## src/rtl/npc_lsu_pkg.sv

```systemverilog
// rtl/npc_lsu_pkg.sv - funct3 codes, FSM state type and wait-counter width for npc_lsu.
package npc_lsu_pkg;

  localparam logic [2:0] F3_B  = 3'b000;
  localparam logic [2:0] F3_H  = 3'b001;
  localparam logic [2:0] F3_W  = 3'b010;
  localparam logic [2:0] F3_BU = 3'b100;
  localparam logic [2:0] F3_HU = 3'b101;

  localparam int unsigned LAT_CNT_W = 4;

  typedef enum logic [1:0] {
    S_IDLE,
    S_ACCESS,
    S_WAIT,
    S_RESP
  } lsu_state_e;

endpackage

```

## src/rtl/npc_lsu_align.sv

```systemverilog
// rtl/npc_lsu_align.sv - combinational store lane shifting, load extraction and error decode.
// NPC_LSU_MISALIGN_CHECK_EN adds halfword/word misalignment errors.
module npc_lsu_align
  import npc_lsu_pkg::*;
(
  input  logic        wen,
  input  logic [1:0]  off,
  input  logic [2:0]  funct3,
  input  logic [31:0] wdata,
  input  logic [31:0] rdata,
  output logic [3:0]  wmask,
  output logic [31:0] wdata_sh,
  output logic [31:0] rdata_ext,
  output logic        err
);

  logic [15:0] sh;

  // Only the low halfword of the shifted word is ever consumed.
  assign sh = 16'(rdata >> {off, 3'b000});

  always_comb begin
    wmask     = 4'b0000;
    wdata_sh  = '0;
    rdata_ext = '0;
    err       = 1'b0;
    if (wen) begin
      case (funct3)
        F3_B: begin
          wmask    = 4'b0001 << off;
          wdata_sh = {24'h0, wdata[7:0]} << {off, 3'b000};
        end
        F3_H: begin
          wmask    = 4'b0011 << off;
          wdata_sh = {16'h0, wdata[15:0]} << {off, 3'b000};
        end
        F3_W: begin
          wmask    = 4'b1111;
          wdata_sh = wdata;
        end
        default: err = 1'b1;
      endcase
    end else begin
      case (funct3)
        F3_B:    rdata_ext = {{24{sh[7]}}, sh[7:0]};
        F3_BU:   rdata_ext = {24'h0, sh[7:0]};
        F3_H:    rdata_ext = {{16{sh[15]}}, sh};
        F3_HU:   rdata_ext = {16'h0, sh};
        F3_W:    rdata_ext = rdata;
        default: err = 1'b1;
      endcase
    end
`ifdef NPC_LSU_MISALIGN_CHECK_EN
    if ((funct3[1:0] == 2'b01) && off[0]) begin
      err = 1'b1;
    end
    if ((funct3[1:0] == 2'b10) && (off != 2'b00)) begin
      err = 1'b1;
    end
`endif
  end

endmodule

```

## src/rtl/npc_lsu.sv

```systemverilog
// rtl/npc_lsu.sv - single-outstanding load/store unit in front of MemContrl with modelled latency.
// Optional NPC_LSU_MISALIGN_CHECK_EN turns misaligned halfword/word accesses into errors.
module npc_lsu
  import npc_lsu_pkg::*;
#(
  parameter int unsigned LATENCY = 0
) (
  input  logic        clock,
  input  logic        reset,
  input  logic        req_valid,
  output logic        req_ready,
  input  logic        req_wen,
  input  logic [31:0] req_addr,
  input  logic [31:0] req_wdata,
  input  logic [2:0]  req_funct3,
  output logic        mem_valid,
  output logic        mem_wen,
  output logic [31:0] mem_raddr,
  output logic [31:0] mem_waddr,
  output logic [31:0] mem_wdata,
  output logic [7:0]  mem_wmask,
  input  logic [31:0] mem_rdata,
  output logic        rsp_valid,
  input  logic        rsp_ready,
  output logic [31:0] rsp_rdata,
  output logic        rsp_err
);

  localparam logic [LAT_CNT_W-1:0] LAT_LAST =
    (LATENCY > 0) ? LAT_CNT_W'(LATENCY - 1) : '0;

  lsu_state_e             state_q, state_d;
  logic                   wen_q, wen_d;
  logic [31:0]            addr_q, addr_d;
  logic [31:0]            wdata_q, wdata_d;
  logic [31:0]            data_q, data_d;
  logic [2:0]             funct3_q, funct3_d;
  logic                   err_q, err_d;
  logic [LAT_CNT_W-1:0]   cnt_q, cnt_d;

  logic        idle, access, resp;
  logic        al_wen;
  logic [1:0]  al_off;
  logic [2:0]  al_funct3;
  logic [3:0]  al_wmask;
  logic [31:0] al_wdata_sh, al_rdata_ext;
  logic        al_err;

  assign idle   = (state_q == S_IDLE);
  assign access = (state_q == S_ACCESS);
  assign resp   = (state_q == S_RESP);

  // In IDLE the aligner decodes the incoming request; afterwards it works on the captured one.
  assign al_wen    = idle ? req_wen        : wen_q;
  assign al_off    = idle ? req_addr[1:0]  : addr_q[1:0];
  assign al_funct3 = idle ? req_funct3     : funct3_q;

  npc_lsu_align u_align (
    .wen       (al_wen),
    .off       (al_off),
    .funct3    (al_funct3),
    .wdata     (wdata_q),
    .rdata     (data_q),
    .wmask     (al_wmask),
    .wdata_sh  (al_wdata_sh),
    .rdata_ext (al_rdata_ext),
    .err       (al_err)
  );

  always_ff @(posedge clock or posedge reset) begin
    if (reset) begin
      state_q  <= S_IDLE;
      wen_q    <= 1'b0;
      addr_q   <= '0;
      wdata_q  <= '0;
      data_q   <= '0;
      funct3_q <= '0;
      err_q    <= 1'b0;
      cnt_q    <= '0;
    end else begin
      state_q  <= state_d;
      wen_q    <= wen_d;
      addr_q   <= addr_d;
      wdata_q  <= wdata_d;
      data_q   <= data_d;
      funct3_q <= funct3_d;
      err_q    <= err_d;
      cnt_q    <= cnt_d;
    end
  end

  always_comb begin
    state_d  = state_q;
    wen_d    = wen_q;
    addr_d   = addr_q;
    wdata_d  = wdata_q;
    data_d   = data_q;
    funct3_d = funct3_q;
    err_d    = err_q;
    cnt_d    = cnt_q;
    case (state_q)
      S_IDLE: begin
        if (req_valid) begin
          wen_d    = req_wen;
          addr_d   = req_addr;
          wdata_d  = req_wdata;
          funct3_d = req_funct3;
          err_d    = al_err;
          cnt_d    = '0;
          state_d  = al_err ? S_RESP : S_ACCESS;
        end
      end
      S_ACCESS: begin
        if (!wen_q) begin
          data_d = mem_rdata;
        end
        state_d = (LATENCY > 0) ? S_WAIT : S_RESP;
      end
      S_WAIT: begin
        if (cnt_q == LAT_LAST) begin
          state_d = S_RESP;
        end else begin
          cnt_d = cnt_q + 1'b1;
        end
      end
      S_RESP: begin
        if (rsp_ready) begin
          state_d = S_IDLE;
        end
      end
      default: state_d = S_IDLE;
    endcase
  end

  assign req_ready = idle && !reset;

  // Buses are quiet outside the single ACCESS cycle so the controller never sees stale writes.
  assign mem_valid = access;
  assign mem_wen   = access && wen_q;
  assign mem_raddr = access ? {addr_q[31:2], 2'b00} : '0;
  assign mem_waddr = access ? {addr_q[31:2], 2'b00} : '0;
  assign mem_wdata = (access && wen_q) ? al_wdata_sh : '0;
  assign mem_wmask = {4'b0000, (access && wen_q) ? al_wmask : 4'b0000};

  assign rsp_valid = resp;
  assign rsp_err   = resp && err_q;
  assign rsp_rdata = (resp && !err_q && !wen_q) ? al_rdata_ext : '0;

endmodule

```

## config.mk

```make
export PLATFORM = sky130hd
export DESIGN_NAME = npc_lsu
export DESIGN_NICKNAME = d
export VERILOG_FILES = /design/src/rtl/npc_lsu_pkg.sv /design/src/rtl/npc_lsu_align.sv /design/src/rtl/npc_lsu.sv
export SDC_FILE = /design/constraint.sdc
export NUM_CORES = 1
export LEC_CHECK = 0
export BUFFER_PORTS_ARGS = -buffer_cell sky130_fd_sc_hd__buf_2
export CAP_MARGIN = 40
export CORE_MARGIN = 2
export CORE_UTILIZATION = 45
export CTS_CLUSTER_SIZE = 16
export DETAILED_ROUTE_END_ITERATION = 8
export HOLD_SLACK_MARGIN = 0.15
export PLACE_DENSITY = 0.82
export SYNTH_ARGS = -nofsm -noshare
export SYNTH_HDL_FRONTEND = slang
export SYNTH_SLANG_ARGS = --single-unit
```

## constraint.sdc

```tcl
create_clock -name clock -period 5.78 [get_ports clock]
set_clock_uncertainty 0.1 [all_clocks]
set_input_delay 1.156 -clock clock [delete_from_list [all_inputs] [get_ports clock]]
set_output_delay 1.156 -clock clock [all_outputs]
set_load 0.05 [all_outputs]
```

== Yosys cells after proc, flatten, opt, wreduce, memory -nomap -nowiden ==
Cells that the tools add are included.
Operators by class
  $add $sub $neg: 1
  eq/ne operators: 11
  shifts and indexed selects: 5
  muxes and demuxes: 24
  bitwise operators: 1
  reduce and logical (&&, ||, !) cells: 18
Operators by type and width (number)
  32-bit two-way mux: 5
  32-bit one-hot mux with 5 select lines: 1
  32-bit one-hot mux with 3 select lines: 1
  16-bit by 5-bit << shifter with 32-bit output: 1
  8-bit by 5-bit << shifter with 32-bit output: 1
  32-bit by 5-bit >> shifter with 16-bit output: 1
  4-bit two-way mux: 4
  4-bit one-hot mux with 3 select lines: 1
  2-bit two-way mux: 5
  2-bit != test, second input constant: 4
  2-bit one-hot mux with 4 select lines: 1
  4-bit one-hot mux with 2 select lines: 1
  3-bit equality test, second input constant: 2
  3-bit AND reduction: 2
  1-bit logical AND: 5
  5-bit OR reduction: 1
  4-bit by 1-bit adder with 4-bit output, second input constant: 1
  2-bit equality test, second input constant: 2
  4-bit zero test: 1
  1-bit two-way mux: 4
  2-bit AND reduction: 2
  1-bit by 2-bit << shifter with 4-bit output, first input constant: 1
  2-bit by 2-bit << shifter with 4-bit output, first input constant: 1
  3-bit by 1-bit equality test with 1-bit output, second input constant: 1
  9 further kinds: 11
Word-level totals
  register bits: 107
  output and inout bits: 141

== Longest topological paths before layout ==
Gate-level depths: netlist of the first run.
  word-level depth: 9
  gate-level depth with buffers: 10
  mapped depth without buffers: 7

== Modules after synthesis ==
Synthesis of the first run repeated with hierarchy kept, for this count alone.
Unflattened totals
  cells, all modules: 673
  area total of the unflattened synthesis: 6705.2 um2
Modules (own cells, without submodules)
  npc_lsu: times used 1, cells an instance 420, area an instance 5248.8 um2
  npc_lsu_align: times used 1, cells an instance 253, area an instance 1456.4 um2

== Worst setup path before layout of the first run ==
Ideal clock, no wire load.
  kind: input port to output port
  from: in req_funct3[1]
  to: out mem_wdata[8]
  arrival: 3189 ps
  required time: 4524 ps
  path slack: 1335 ps
  stages on the path: 7
  path buffers: 2
  cell sequence: buf_2 > nand2b_1 > o32a_1 > nand2b_1 > clkbuf_1 > a2bb2oi_1 > nor3_1
Between the ends
  longest elaborated chain between the ends: 5
Ends and longest elaborated chain
  start, declared: RTL line npc_lsu.sv:15  | input logic [2:0] req_funct3,
  3-bit two-way mux (*): RTL line npc_lsu.sv:56  | assign al_funct3 = idle ? req_funct3 : funct3_q;
  3-bit by 2-bit equality test with 1-bit output (tied with other cells): RTL line npc_lsu_align.sv:28  | case (funct3)
  32-bit one-hot mux with 3 select lines (*): RTL line npc_lsu_align.sv:28
  32-bit two-way mux (*): RTL line npc_lsu_align.sv:27  | if (wen) begin
  32-bit two-way mux (*): RTL line npc_lsu.sv:142  | assign mem_wdata = (access && wen_q) ? al_wdata_sh : '0;
  end, declared: RTL line npc_lsu.sv:20  | output logic [31:0] mem_wdata,
Mark *: on every way between the ends. The rest lies on a longest branch, timed or not.

== Final worst setup path of the first run ==
  from: reg state_q[0]
  to: out rsp_rdata[21]
Between the ends
  longest elaborated chain between the ends: 6
Ends and longest elaborated chain
  start, declared: RTL line npc_lsu.sv:32  | lsu_state_e state_q, state_d;
  start signal, assigned: RTL line npc_lsu.sv:81  | state_q <= state_d;
  2-bit zero test: RTL line npc_lsu.sv:49  | assign idle = (state_q == S_IDLE);
  2-bit two-way mux / 3-bit two-way mux (equally long branches): RTL line npc_lsu.sv:55, npc_lsu.sv:56
  32-bit by 5-bit >> shifter with 16-bit output (tied with other cells): RTL line npc_lsu_align.sv:20  | assign sh = 16'(rdata >> {off, 3'b000});
  32-bit one-hot mux with 5 select lines: RTL line npc_lsu_align.sv:44  | case (funct3)
  32-bit two-way mux: RTL line npc_lsu_align.sv:27
  32-bit two-way mux (*): RTL line npc_lsu.sv:147  | assign rsp_rdata = (resp && !err_q && !wen_q) ? al_rdata_ext : '0;
  end, declared: RTL line npc_lsu.sv:25  | output logic [31:0] rsp_rdata,
Marked as above.

==> results of run 1 <==
## worst reg2reg max path: cells and delay by family, from the launching register on
kind / cells / cell delay, ns
AND/OR/NAND/NOR: 3 / 0.75
adder cells (fa/ha/maj): 1 / 0.60
buffers and inverters: 2 / 0.48
flip-flops: 1 / 0.43
AO/OA/AOI/OAI: 1 / 0.21
## worst paths after layout
path / to / cells after the start
worst max-delay path: rsp_rdata[21] / 8
worst min-delay path: addr_q[27] / 1
worst max register to register: cnt_q[1] / 7
worst min register to register: addr_q[27] / 1
max in group asynchronous: addr_q[12] / 4
min in group asynchronous: addr_q[20] / 2
## flip-flops by register name (all words and copies together), names as in the netlist
name and count:
wdata_q 32, err_q 1, data_q 32, wen_q 1
state_q 2, addr_q 32, funct3_q 3, cnt_q 4
## through the flow
step | cell area, um^2 | util | instances | hold WS (ns)
after floorplan | 6444 | - | 623 | 0.3705
after global placement | 7427 | 0.5351 | 969 | 0.3768
after detailed placement | 7501 | 0.5404 | 973 | 0.3848
after CTS | 7805 | 0.5623 | 989 | 0.4008
final | 7812 | 0.5628 | 990 | 0.3968
after global routing | 7812 | 0.5628 | 990 | 0.4104
## layout by cell type (no fill, tap or decap), types with 9 or more instances in the layout
master,n
a21oi_1,14
a22o_1,17
a22oi_1,9
a2bb2oi_1,16
a31oi_1,22
and2_1,41
buf_2,236
buf_4,10
clkbuf_16,9
dfrtp_1,107
inv_1,21
mux2_2,99
mux2i_1,15
nand2_1,39
nand2b_1,9
nor2_1,34
nor3_1,10
o22ai_1,9
o32a_1,11
## logic make-up after synthesis
group                      after synthesis  share of synthesized area
and+or+nand+nor                        150                     0.1160
AOI/OAI and AO/OA                      130                     0.1544
muxes                                  116                     0.2016
DFF                                    107                     0.4172
buffers and inverters                  102                    0.09183
adders and majority gates                8                    0.01560
xor gates and xnor gates                 2                   0.002730
other                                    1                  0.0005843
## area by class of cell
class,instances,area [um^2],share of cell area
flip-flops and latches,107,2678,0.3427
clock inverters,5,61.31,0.007848
clock buffers,11,242.7,0.03107
repair buffers,250,1330,0.1702
inverters,23,88.84,0.01137
well taps,180,225.2,0.02883
multi-input cells,414,3187,0.4079
## metal layers
layer  vias to the layer above  GRT usage  part of all wire
met5                         -          0                 0
met4                         0    0.06534             0.020
met3                        28    0.07472             0.089
met2                       259     0.3678              0.48
met1                      2629     0.2842              0.41
li1                       2545          -                 -
## where the power goes
group | internal, mW | switching, mW
logic | 1.07 | 2.00
clock network | 0.349 | 0.274
registers | 1.12 | 0.313
total | 2.54 | 2.58
==> results.yml, run 1 <==
die:
  die_h_um: 123.4
  coreArea_mm2: 0.01388
  io_pins: 245
  die_area_mm2: 0.01523
  num_rows: 43
  initial_core_util: 0.4623
  fp.dieW_um: 123.4
finish:
  final_nets: 917
  area_delta_synth_final_pct: 21.74
  antennaDiodeCount: 0
  drive_gt1_frac: 0.4704
  fillers: 1270
synth:
  yosysUniqueCellTypes: 47
  syn_inst: 616
  synthArstFlopShare: 1.000
  synthFlopType: "dfrtp_1"
  ys_ff_latch: 107
  syn_area_per_cell_um2: 10.42
  netlist_area_mm2: 0.006417
  ys_warn_count: 0
  yosysSeqAreaShare: 0.4172
  synth_top_area_frac: 0.4172
  synth_top_cells_by_area: "dfrtp_1 42%, mux2_2 17%, buf_4 4.6%"
  synthTopCellsByCount: "107 x dfrtp_1, 99 x mux2_2, 41 x and2_1"
  synth.largest_area_cell: "dfrtp_1"
  yosysMostFrequentCell: "dfrtp_1"
  synth_edf_count: 0
global_route:
  grt.total_usage: 0.2251
  grt_pass1_vias: 5126
  grt_start_max_net_pins: 54
  antenna_found_initial: 0
  grt_pass1_wl_um: 26300
  grt-ovfl-total: 0
critical_path:
  crit_family: "buffers and inverters"
  startpoint: "state_q[0]"
  critical_path.cell_chain: "inv_1 > ha_1 > buf_4 > mux2_2 > o22ai_2 > nand2_2 > a31oi_1 > buf_2"
  critPathLaunchType: "flip-flop"
  critPathSlowestCell: "ha_1"
  worst-path-max-fanout: 24
  rrSetupSlack_ns: 3.11
  crit_buf_inv: 3
  slowest_delay_ns: 0.60
  timing.rr.start: "state_q[0]"
  required_ns: 4.52
  cp-end-kind: "output port"
  critical_path_class: "reg -> out"
  critPathArrivalTime_ns: 3.58
outcome:
  status: "finished clean"
placement:
  port-buffer-count: 236
  hpwlAfterDp_um: 12680
  dp_slack_ns: 1.300
  place.gp.congestion: 0.8898
timing:
  slew_headroom: 0.5556
  fin_crit_ns: 4.839
  tightestPinTransition_ns: 0.6666
  rsz0062_at_grt: "no"
  maxSlewViolCount: 0
  finalHoldViolCount: 0
  tns_ns: 0
  min_period_over_period: 0.8372
  max_freq_mhz: 206.7
  worst_slack_ns: 0.9409
  setup_viol: 0
clocking:
  cts_resized: 0
  path_clk_slew_ns: 0.07
  cts_setup_buffers: 0
  clockBufferDepth: 2
  cts_made_buffers: 9
  insertion_delay_ns: 0.35
  root_buffer: "clkbuf_16"
  cts_max_level: 3
  cts_hold_buf: 0
  cts_tree: "done"
  cts.sinks: 107
routing:
  drc: 0
  postRouteAntennaNets: 0
  avgRoutedWirePerCell_um: 17.19
  first_iter_violations: 315
  num_vias: 5461
  totalWireLength_um: 17020
  first_pass_iters: 5
  post_drt_via_cell_ratio: 5.516
power:
  ir_drop_uv: 322.4
  power_density_mw_per_mm2: 656.2
  power_leakage_nw: 3.797
  total_power_mw: 5.127
min_path:
  hp-class: "reg -> reg"
  hold_start: "addr_q[27]"
run:
  maxCapViolCount: 0
Note: power is estimated with default switching activity, not from simulation.
==> inputs of run 2 (changes only) <==
==> constraint.sdc (replaced) <==
create_clock -name clock -period 4.9 [get_ports clock]
set_clock_uncertainty 0.1 [all_clocks]
set_input_delay 0.98 -clock clock [delete_from_list [all_inputs] [get_ports clock]]
set_output_delay 0.98 -clock clock [all_outputs]
set_load 0.05 [all_outputs]
==> run 2 against run 1 <==
Against the previous run:
- highest routed layer is now met5
- non-clock buffer count shrank 2
- sequential cell count is the same
- setup slack lost 0.59 ns
- via count shrank 0.71%
- critical path depth is the same
- final cell count shrank 0.20%
==> results.yml, run 2 (same netlist as run 1, synthesis figures left out) <==
outcome:
  status: "finished clean"
critical_path:
  cp-end-kind: "output port"
  critPathSlowestCell: "ha_1"
  critPathArrivalTime_ns: 3.47
  crit_buf_inv: 2
  required_ns: 3.82
  critical_path_class: "reg -> out"
  crit_family: "adder cells"
  worst-path-max-fanout: 22
  critPathLaunchType: "flip-flop"
  slowest_delay_ns: 0.73
  critical_path.cell_chain: "inv_1 > ha_1 > mux2_4 > nor2_1 > o22ai_1 > nand2_1 > a31oi_1 > buf_2"
timing:
  maxSlewViolCount: 0
  hold-worst-slack_ns: 0.3949
  tightestPinTransition_ns: 0.8624
  rsz0062_at_grt: "no"
  fin_crit_ns: 4.554
  slew_headroom: 0.4251
  tns_ns: 0
  max_freq_mhz: 219.6
  worst_slack_ns: 0.3464
  finalHoldViolCount: 0
  min_period_over_period: 0.9293
  setup_viol: 0
routing:
  num_vias: 5422
  first_iter_violations: 393
  first_pass_iters: 5
  totalWireLength_um: 17100
  avgRoutedWirePerCell_um: 17.31
  postRouteAntennaNets: 0
  post_drt_via_cell_ratio: 5.488
  drc: 0
placement:
  hpwlAfterDp_um: 12780
  dp_slack_ns: 0.7555
  place.gp.congestion: 0.9598
  port-buffer-count: 236
global_route:
  grt.total_usage: 0.2247
  grt_start_max_net_pins: 54
  grt_pass1_wl_um: 26350
  grt_pass1_vias: 5130
  grt-ovfl-total: 0
  antenna_found_initial: 1
finish:
  drive_gt1_frac: 0.4653
  reg_top3: "addr_q x32, data_q x32, wdata_q x32"
  layout_common_cells: "236 x buf_2, 107 x dfrtp_1, 99 x mux2_2"
  antennaDiodeCount: 0
  layout_commonest_cell: "buf_2"
  final_nets: 915
  area_delta_synth_final_pct: 21.10
clocking:
  clockBufferDepth: 2
  cts_tree: "done"
  cts_made_buffers: 9
  cts_setup_buffers: 0
  cts_resized: 0
  cts_hold_buf: 0
  path_clk_slew_ns: 0.07
  cts.sinks: 107
  cts_max_level: 3
  insertion_delay_ns: 0.35
  root_buffer: "clkbuf_16"
die:
  coreArea_mm2: 0.01388
  fp.dieW_um: 123.4
  num_rows: 43
  initial_core_util: 0.4623
  io_pins: 245
  die_h_um: 123.4
  die_area_mm2: 0.01523
run:
  maxCapViolCount: 0
power:
  ir_drop_uv: 325.7
  power_density_mw_per_mm2: 774.3
  power_leakage_nw: 3.786
min_path:
  hp-class: "reg -> reg"
-- run 2: cell types whose count changed in the layout (fill, tap and decap cells not counted), sizes merged --
cell	change
inv	-1
clkinvlp	-3
buf	-2
clkbuf	+3
clkinv	+1
-- run 2: report_power, final --
part	internal, mW	leakage [nW]	switching [mW]	total [mW]
clock	0.411	0.141	0.312	0.723
combinational	1.25	2.37	2.35	3.60
sequential	1.32	1.28	0.369	1.69
-- run 2: path summary, 6_finish.rpt --
check	start	to	slack, ns	cells past startpoint
max	state_q[1]	rsp_rdata[22]	0.35	8
min	addr_q[23]	addr_q[23]	0.39	1
max reg2reg	state_q[1]	wdata_q[17]	2.26	5
min reg2reg	addr_q[23]	addr_q[23]	0.39	1
max in group asynchronous	reset	data_q[2]	3.50	3
min in group asynchronous	reset	addr_q[8]	0.52	2
-- run 2: worst reg2reg max path, delay by kind of cell, from the launching register on --
kind | cells | cell delay, ns
muxes | 1 | 0.31
DFF | 1 | 0.44
adders and majority gates | 1 | 0.73
buffers and inverters | 2 | 0.48
and+or+nand+nor | 1 | 0.46
-- run 2: stage by stage --
stage	utilization	cell area, um^2	instances	power [mW]
4_1_cts	0.5599	7771	988	6.035
3_5_place_dp	0.5390	7482	972	5.299
6_report	0.5599	7771	988	6.018
2_1_floorplan	-	6444	623	4.666
5_1_grt	0.5599	7771	988	6.392
3_3_place_gp	0.5356	7435	970	5.218
-- run 2: layout make-up --
type / count / area, um^2
well taps: 180 / 225.2
fillers: 1246 / 6110
inverters: 23 / 88.84
clock buffers: 14 / 254.0
flip-flops and latches: 107 / 2678
repair buffers: 248 / 1304
multi-input cells: 414 / 3187
clock inverters: 2 / 35.03
-- run 2: per-layer routing --
layer,share of wire,wire length (um),up-vias,GRT usage
li1,-,-,2539,-
met1,0.40,6882,2594,0.2818
met2,0.49,8299,259,0.3650
met3,0.092,1581,28,0.06458
met4,0.019,321,2,0.08949
met5,0.00094,16,-,0
==> inputs of run 3 (changes only) <==
--- a/config.mk
+++ b/config.mk
@@ -5,6 +5,7 @@
 export SDC_FILE = /design/constraint.sdc
 export NUM_CORES = 1
 export LEC_CHECK = 0
+export ABC_AREA = 1
 export BUFFER_PORTS_ARGS = -buffer_cell sky130_fd_sc_hd__buf_2
 export CAP_MARGIN = 40
 export CORE_MARGIN = 2
@@ -12,7 +13,7 @@
 export CTS_CLUSTER_SIZE = 16
 export DETAILED_ROUTE_END_ITERATION = 8
 export HOLD_SLACK_MARGIN = 0.15
-export PLACE_DENSITY = 0.82
+export PLACE_DENSITY = 0.81
 export SYNTH_ARGS = -nofsm -noshare
 export SYNTH_HDL_FRONTEND = slang
 export SYNTH_SLANG_ARGS = --single-unit
==> run 3 against run 2 <==
Against the previous run:
- via count increased by 26%
- global-route usage increased by 1.6 points
- clock power up 12%
- die area is 8.0% higher
- setup slack better by 0.069 ns
- utilization is 1.4 points lower
- register-to-register slack improved by 0.22 ns
- non-clock buffer count is 1 higher
- sequential share of layout area fell by 2.1 points
- worst hold slack got worse by 0.011 ns
==> results.yml, run 3 <==
synth:
  netlist_area_mm2: 0.006947
  synthFlopType: "dfrtp_1"
  yosysMostFrequentCell: "nand2_1"
  synth_edf_count: 0
  yosysSeqAreaShare: 0.3854
  synth_top_cells_by_area: "dfrtp_1 39%, nand2_1 23%, buf_4 5.1%"
  yosysUniqueCellTypes: 34
  syn_area_per_cell_um2: 7.244
  synthTopCellsByCount: "421 x nand2_1, 107 x dfrtp_1, 83 x inv_1"
  ys_ff_latch: 107
  synth_top_area_frac: 0.3854
  ys_warn_count: 0
  syn_inst: 959
  synthArstFlopShare: 1.000
  synth.largest_area_cell: "dfrtp_1"
clocking:
  cts_max_level: 3
  clockBufferDepth: 2
  root_buffer: "clkbuf_16"
  cts.sinks: 107
  path_clk_slew_ns: 0.09
  cts_made_buffers: 9
  cts_resized: 0
  cts_setup_buffers: 0
  cts_tree: "done"
  insertion_delay_ns: 0.36
  cts_hold_buf: 0
timing:
  maxSlewViolCount: 0
  tns_ns: 0
  fin_crit_ns: 4.485
  setup_viol: 0
  slew_headroom: 0.4576
  max_freq_mhz: 223.0
  worst_slack_ns: 0.4150
  min_period_over_period: 0.9153
  finalHoldViolCount: 0
  tightestPinTransition_ns: 0.8106
  rsz0062_at_grt: "no"
global_route:
  grt_pass1_wl_um: 30830
  antenna_found_initial: 1
  grt_start_max_net_pins: 67
  grt_pass1_vias: 5955
  grt.total_usage: 0.2403
  grt-ovfl-total: 0
critical_path:
  slowest_delay_ns: 0.47
  critical_path_class: "reg -> out"
  rr_endpoint: "state_q[1]"
  critPathSlowestCell: "a21oi_2"
  cp-end-kind: "output port"
  rrSetupSlack_ns: 2.48
  startpoint: "state_q[0]"
  critical_path.cell_chain: "inv_1 > ha_1 > inv_2 > nor2_2 > a21oi_1 > inv_1 > nand2_1 > a21oi_2 > buf_4 > inv_2 > a21oi_1 > buf_2"
  required_ns: 3.82
  critPathArrivalTime_ns: 3.40
  worst-path-max-fanout: 14
  r2r_cells: 11
  timing.rr.start: "state_q[0]"
  critPathLaunchType: "flip-flop"
placement:
  place.gp.congestion: 0.9248
  hpwlAfterDp_um: 14400
  port-buffer-count: 236
  place_inst: 1312
  dp_slack_ns: 0.8205
min_path:
  hold_start: "addr_q[25]"
  hold_path_end: "addr_q[25]"
  hold_path_depth: 2
  hp-class: "reg -> reg"
routing:
  drc: 0
  totalWireLength_um: 19720
  num_vias: 6805
  postRouteAntennaNets: 0
  post_drt_via_cell_ratio: 5.120
  first_pass_iters: 6
  avgRoutedWirePerCell_um: 14.83
  first_iter_violations: 665
finish:
  final_nets: 1247
  instances_no_fill: 1329
  area_delta_synth_final_pct: 19.06
  layout_commonest_cell: "nand2_1"
  reg_top3: "addr_q x32, data_q x32, wdata_q x32"
  utilization: 0.5461
  drive_gt1_frac: 0.3018
  layout_common_cells: "420 x nand2_1, 236 x buf_2, 107 x dfrtp_1"
die:
  coreArea_mm2: 0.01515
  num_rows: 45
  die_area_mm2: 0.01645
  io_pins: 245
  initial_core_util: 0.4587
  die_h_um: 128.2
  fp.dieW_um: 128.2
power:
  power_leakage_nw: 4.953
  ir_drop_uv: 416.3
  power_density_mw_per_mm2: 775.1
outcome:
  status: "finished clean"
run:
  maxCapViolCount: 0
run 3: stage by stage:
stage	hold slack, ns	total power, mW	cell area (um^2)
floorplan	0.3487	4.916	6973
global route	0.3979	6.878	8270
finish	0.3840	6.410	8270
detailed placement	0.3653	5.571	7933
CTS	0.3877	6.407	8268
global placement	0.3617	5.496	7885
run 3: critical path, delay by kind of cell (launching register included):
family | cells | cell delay [ns]
buf+inv | 6 | 1.09
compound gates | 3 | 0.70
fa+ha+maj | 1 | 0.46
flops | 1 | 0.43
simple gates | 2 | 0.35
run 3: final cells by class:
cell class / instances / area [um^2]
Tap cell: 188 / 235.2
Clock buffer: 9 / 225.2
Antenna cell: 1 / 2.502
Timing Repair Buffer: 249 / 1311
Clock inverter: 7 / 110.1
Inverter: 88 / 332.8
Fill cell: 1440 / 6875
Sequential cell: 107 / 2678
Multi-Input combinational cell: 680 / 3376
run 3: where the power goes:
part	switching [mW]	internal (mW)	total, mW
clock network	0.391	0.422	0.812
logic	2.80	1.13	3.93
registers	0.360	1.31	1.67
total	3.55	2.86	6.41
run 3: worst max path at each step:
stage	end	slack, ns	cells past startpoint
after global placement	rsp_rdata[4]	0.89	12
after global routing	rsp_rdata[7]	0.13	12
after floorplan	addr_q[0]	1.00	1
after detailed placement	rsp_rdata[7]	0.82	12
after CTS	rsp_rdata[7]	0.42	12
final	rsp_rdata[7]	0.42	12
run 3: logic make-up after synthesis:
family | count (synthesis) | synth area share
and+or+nand+nor | 564 | 0.3595
AOI/OAI and AO/OA | 70 | 0.05872
adders and majority gates | 8 | 0.01441
other | 1 | 0.0005398
buffers and inverters | 179 | 0.1327
muxes | 30 | 0.04863
DFF | 107 | 0.3854
run 3: layer usage:
layer | global-route usage | wire (um)
met5 | 0 | 0
met4 | 0.08209 | 475
met3 | 0.04299 | 1469
met2 | 0.4043 | 9524
met1 | 0.3124 | 8246
